--- src/rtl/seq_checker_param.sv ---
// -----------------------------------------------------------------------------
// seq_checker_param
//
// Parametrised sequence checker for the robot game. An expected digit
// sequence is written through a load port while IDLE; after start, player
// digits are compared one per number_valid cycle against the stored sequence.
// Matches advance progress; mismatches pulse error_led and count against an
// error budget. The game ends in DONE (full sequence matched) or FAIL
// (MAX_ERRORS mismatches) and holds there until clear.
//
// Parameters:
//   DIGIT_W    width of one digit
//   SEQ_LEN    digits in the sequence (>= 2)
//   MAX_ERRORS mismatches that end the game (>= 1)
//
// Ports:
//   clock, reset_n      rising-edge clock, asynchronous active-low reset
//   load_valid/data     write next sequence slot (IDLE, while load_ready)
//   load_ready          IDLE and fewer than SEQ_LEN digits loaded
//   start               begin game (IDLE with full sequence only)
//   clear               abort game; in IDLE also flushes the sequence
//   number_valid/number player digit
//   error_led           one-cycle pulse per mismatch
//   state_display       00 IDLE, 01 RUN, 10 DONE, 11 FAIL
//   progress            digits matched so far
//   err_count           mismatches so far
//   seq_loaded          all SEQ_LEN slots written
//
// Build option:
//   SEQ_CHECKER_RESTART_EN  when defined, a mismatch also resets progress to 0
//                           (restart from first digit); otherwise the player
//                           retries the same step.
// -----------------------------------------------------------------------------
module seq_checker_param #(
  parameter int DIGIT_W    = 4,
  parameter int SEQ_LEN    = 6,
  parameter int MAX_ERRORS = 3,
  localparam int IDX_W     = $clog2(SEQ_LEN + 1),
  localparam int ERR_W     = $clog2(MAX_ERRORS + 1)
) (
  input  logic               clock,
  input  logic               reset_n,
  input  logic               load_valid,
  input  logic [DIGIT_W-1:0] load_data,
  output logic               load_ready,
  input  logic               start,
  input  logic               clear,
  input  logic               number_valid,
  input  logic [DIGIT_W-1:0] number,
  output logic               error_led,
  output logic [1:0]         state_display,
  output logic [IDX_W-1:0]   progress,
  output logic [ERR_W-1:0]   err_count,
  output logic               seq_loaded
);

  localparam logic [1:0] ST_IDLE = 2'b00;
  localparam logic [1:0] ST_RUN  = 2'b01;
  localparam logic [1:0] ST_DONE = 2'b10;
  localparam logic [1:0] ST_FAIL = 2'b11;

  localparam logic [IDX_W-1:0] SEQ_LEN_C = IDX_W'(SEQ_LEN);
  localparam logic [ERR_W-1:0] MAX_ERR_C = ERR_W'(MAX_ERRORS);

  logic [1:0]         state_q,     state_d;
  logic [IDX_W-1:0]   wr_ptr_q,    wr_ptr_d;
  logic [IDX_W-1:0]   progress_q,  progress_d;
  logic [ERR_W-1:0]   err_count_q, err_count_d;
  logic               error_led_q, error_led_d;

  logic [DIGIT_W-1:0] mem_q [SEQ_LEN];
  logic               mem_we;

  logic               full;
  logic [IDX_W-1:0]   progress_inc;
  logic [ERR_W-1:0]   err_inc;

  assign full         = (wr_ptr_q == SEQ_LEN_C);
  assign progress_inc = progress_q + IDX_W'(1);
  assign err_inc      = err_count_q + ERR_W'(1);

  // Next-state logic. Priority: clear > start > number_valid > load_valid.
  always_comb begin
    // NOTE: every variable gets a default here so no path leaves it
    // unassigned, which would otherwise infer a latch.
    state_d     = state_q;
    wr_ptr_d    = wr_ptr_q;
    progress_d  = progress_q;
    err_count_d = err_count_q;
    error_led_d = 1'b0;
    mem_we      = 1'b0;

    if (clear) begin
      state_d     = ST_IDLE;
      progress_d  = '0;
      err_count_d = '0;
      // Sequence survives a game abort so start can replay it; only a clear
      // issued while already idle flushes it.
      if (state_q == ST_IDLE) wr_ptr_d = '0;
    end else begin
      case (state_q)
        ST_IDLE: begin
          if (start && full) begin
            state_d     = ST_RUN;
            progress_d  = '0;
            err_count_d = '0;
          end else if (load_valid && !full) begin
            mem_we   = 1'b1;
            wr_ptr_d = wr_ptr_q + IDX_W'(1);
          end
        end
        ST_RUN: begin
          if (number_valid) begin
            // progress_q < SEQ_LEN while in RUN, so the index is in range.
            if (number == mem_q[progress_q]) begin
              progress_d = progress_inc;
              if (progress_inc == SEQ_LEN_C) state_d = ST_DONE;
            end else begin
              error_led_d = 1'b1;
              err_count_d = err_inc;
              if (err_inc == MAX_ERR_C) begin
                state_d = ST_FAIL;
              end else begin
`ifdef SEQ_CHECKER_RESTART_EN
                progress_d = '0;
`else
                progress_d = progress_q;
`endif
              end
            end
          end
        end
        default: ; // DONE / FAIL hold until clear
      endcase
    end
  end

  always_ff @(posedge clock or negedge reset_n) begin
    // NOTE: sequential state uses non-blocking assignments so all flops
    // sample the same pre-edge values regardless of statement order.
    if (!reset_n) begin
      state_q     <= ST_IDLE;
      wr_ptr_q    <= '0;
      progress_q  <= '0;
      err_count_q <= '0;
      error_led_q <= 1'b0;
    end else begin
      state_q     <= state_d;
      wr_ptr_q    <= wr_ptr_d;
      progress_q  <= progress_d;
      err_count_q <= err_count_d;
      error_led_q <= error_led_d;
    end
  end

  // NOTE: the digit storage has no reset; its contents are meaningless until
  // rewritten because wr_ptr_q returns to 0, so a reset would only cost area.
  always_ff @(posedge clock) begin
    if (mem_we) mem_q[wr_ptr_q] <= load_data;
  end

  assign load_ready    = (state_q == ST_IDLE) && !full;
  assign seq_loaded    = full;
  assign state_display = state_q;
  assign progress      = progress_q;
  assign err_count     = err_count_q;
  assign error_led     = error_led_q;

endmodule

--- config.mk ---
export PLATFORM = sky130hd
export DESIGN_NAME = seq_checker_param
export DESIGN_NICKNAME = d
export VERILOG_FILES = /design/src/rtl/seq_checker_param.sv
export SDC_FILE = /design/constraint.sdc
export NUM_CORES = 1
export LEC_CHECK = 0
export BUFFER_PORTS_ARGS = -buffer_cell sky130_fd_sc_hd__buf_2
export CAP_MARGIN = 25
export CORE_ASPECT_RATIO = 1.1
export CORE_MARGIN = 4
export CORE_UTILIZATION = 60
export CTS_CLUSTER_DIAMETER = 40
export DETAILED_ROUTE_END_ITERATION = 10
export GPL_ROUTABILITY_DRIVEN = 0
export PLACE_DENSITY = 0.83
export SETUP_SLACK_MARGIN = 0.05
export SKIP_LAST_GASP = 1
export SLEW_MARGIN = 20
export SYNTH_ARGS = -nofsm -noshare
export SYNTH_HDL_FRONTEND = slang
export SYNTH_SLANG_ARGS = --single-unit
--- constraint.sdc ---
create_clock -name clock -period 3.73 [get_ports clock]
set_input_delay 0.746 -clock clock [delete_from_list [all_inputs] [get_ports clock]]
set_output_delay 0.746 -clock clock [all_outputs]
set_load 0.01 [all_outputs]
==> results.toml <==
[outcome]
outcome = "finished, final reports clean"

[sta]
rsz0062_at_grt = "no"
clock_skew_ns = 0.0134
period_minus_slack_ns = 2.51
hold_ws_ns = 0.265
fmax_mhz = 398
timing.final.crit_share_pct = 67.3
slew_headroom_pct = 46.6
slew_violations = 0
setup_ws_ns = 1.22
setup-tns-final_ns = 0
tightest_slew_ns = 0.800
setup_violations = 0
hold_viol_final = 0

[floorplan]
die_w_um = 58.4
core_um2 = 2590
rows = 19
start_util_pct = 64.8
ioPinCount = 24
die_h_um = 63.5
die_area_um2 = 3710

[drt]
vias = 1083
drt_pass1_iterations = 4
wl_per_cell_um = 17.2
wl_mm = 3.07
drt_iter0_drc = 32
vias_per_cell = 6.05
ant_nets = 0
drc = 0

[final_layout]
nNetsFinal = 166
seq_area_um2 = 996
layout.cells.non_filler = 179
finalInstanceArea_um2 = 1860
finish.utilization_pct = 71.8
multi_input_area_um2 = 629
fillCellCount = 192
n_antenna_cell = 0
area_delta_synth_final_pct = 10.8
drive_gt1_share_pct = 26.4

[yosys]
synthCells = 119
synth_area_um2 = 1680
ys_seq_area_share_pct = 59.4
synth_xor_area_share_pct = 3.13
ys_seq_elements = 35
synth_edf_count = 24
synth_top_flop_cell = "edfxtp_1"
syn_avg_cell_area_um2 = 14.1
synth-compound-area-share_pct = 6.19
synthAdderAreaFrac_pct = 3.73
synth_top_family_by_area = "multiplexers"
synth_nets = 138
async_flop_share_pct = 31.4
synthSimpleGateAreaFrac_pct = 11.3
yosysUniqueCellTypes = 33
ys.warnings.count = 0
synthMuxAreaShare_pct = 13.2

[grt]
grt_start_max_net_pins = 13
grt_pass1_wl_mm = 5.18
antenna_found_initial = 0
grt_usage_pct = 18.9
grt_pass1_vias = 1121
overflow = 0

[run]
cap_violations = 0

[placement]
hpwl_mm = 2.38
place_inst = 171
placed_cell_area_um2 = 1810
portBuffers = 23
pre_cts_slack_ns = 1.20

[cts]
clk_pin_slew_ns = 0.11
clk_path_buf_depth = 2
cts_sinks = 35
cts_tree = "yes"
htreeDepth = 2
ctsHoldBuffers = 0
cts_inserted_buffers = 5
cts_resized = 0
cts_root_buffer = "clkbuf_4"
insertion_delay_ns = 0.33
post_cts_buffers = 0

[worst_setup_path]
critical_path_class = "register to register"
critPathMostFrequentCell = "mux2i_1"
cp-end-kind = "register"
crit_chain = "mux4_1 -> xnor2_1 -> mux2i_1 -> or4_4 -> a21oi_2 -> mux2i_1"
critical_path.max_fanout = 12
critPathLaunchType = "register"
worstPathArrival_ns = 2.70
crit_slowest_cell = "dfrtp_1"
cp.required_ns = 3.92
cpPeakStageDelay_ns = 0.68

[pwr]
p_total_uw = 662
leakage_nw = 0.721
powerDensity_nw_per_um2 = 356
ir_drop_mv = 0.346

[worst_hold_path]
hold_class = "input port to async pin"
[worst paths after layout]
| path | from | end | slack, ns | depth (start not counted) |
|---|---|---|---|---|
| hold reg to reg | err_count[0] | err_count[0] | 0.51 | 1 |
| setup reg to reg | progress[0] | progress[0] | 1.22 | 6 |
| hold / removal | reset_n | wr_ptr_q[0] | 0.26 | 1 |
| min in group clock | err_count[0] | err_count[0] | 0.51 | 1 |
| setup / recovery | progress[0] | progress[0] | 1.22 | 6 |
| max in group asynchronous | reset_n | progress[1] | 3.24 | 1 |
[cells in the mapped netlist (2+ instances only)]
master    number  area (um2)
edfxtp_1      24         721
ha_1           5        62.6
buf_6          2        22.5
mux2_2         3        33.8
a21oi_1        6        30.0
dfrtp_1       11         275
nand3_1        2        10.0
nor2_1         8        30.0
nand2_1        5        18.8
mux4_2         2        45.0
xnor2_1        4        35.0
inv_1          8        30.0
o22ai_1        3        18.8
nand4b_1       3        26.3
xor2_1         2        17.5
mux4_1         2        52.6
nand2b_1       2        12.5
mux2i_1        9        90.1
nor3_1         4        20.0
[metal layers]
layer / GRT usage (%) / share of wire, %
met3: 6.33 / 5.9
met1: 22.8 / 41
met4: 7.83 / 1.0
met5: 0 / 0
met2: 30.6 / 52
[worst max-delay path, delay by kind of cell, from the launching register on]
family | cells | cell delay (ns)
compound gates | 1 | 0.17
xor+xnor | 1 | 0.15
flops | 1 | 0.68
simple gates | 1 | 0.52
mux | 3 | 0.85
[cell usage in the layout, fill, tap and decap left out, types with 3 or more instances in the layout]
master     n
edfxtp_1  24
buf_2     23
dfrtp_1   11
mux2i_1    9
inv_1      8
nor2_1     8
a21oi_1    6
nand2_1    5
ha_1       5
clkbuf_4   5
nor3_1     4
xnor2_1    4
nand4b_1   3
mux2_2     3
o22ai_1    3
[power by group]
group	switching [mW]	total, mW	internal [mW]
Combinational	0.0272	0.0457	0.0185
Clock	0.116	0.190	0.0735
Sequential	0.00408	0.426	0.422
Total	0.148	0.662	0.514
[cells by family after synthesis]
group                      after synthesis
AOI/OAI and AO/OA                       16
xor gates and xnor gates                 6
adders and majority gates                5
buffers and inverters                   10
DFF                                     35
muxes                                   16
and+or+nand+nor                         31
[area by class of cell]
class / instances / share of cell area, %
clock buffer: 7 / 2.42
tap: 31 / 2.09
timing repair buffer: 23 / 6.19
sequential: 35 / 53.6
inverter: 8 / 1.62
multi-input combinational: 74 / 33.8
clock inverter: 1 / 0.269
[flip-flops by register name (all words and copies together) (netlist names)]
register       count
err_count          2
error_led          1
mem_q             24
progress           3
state_display      2
wr_ptr_q           3
Note: power is estimated with default switching activity, not from simulation.
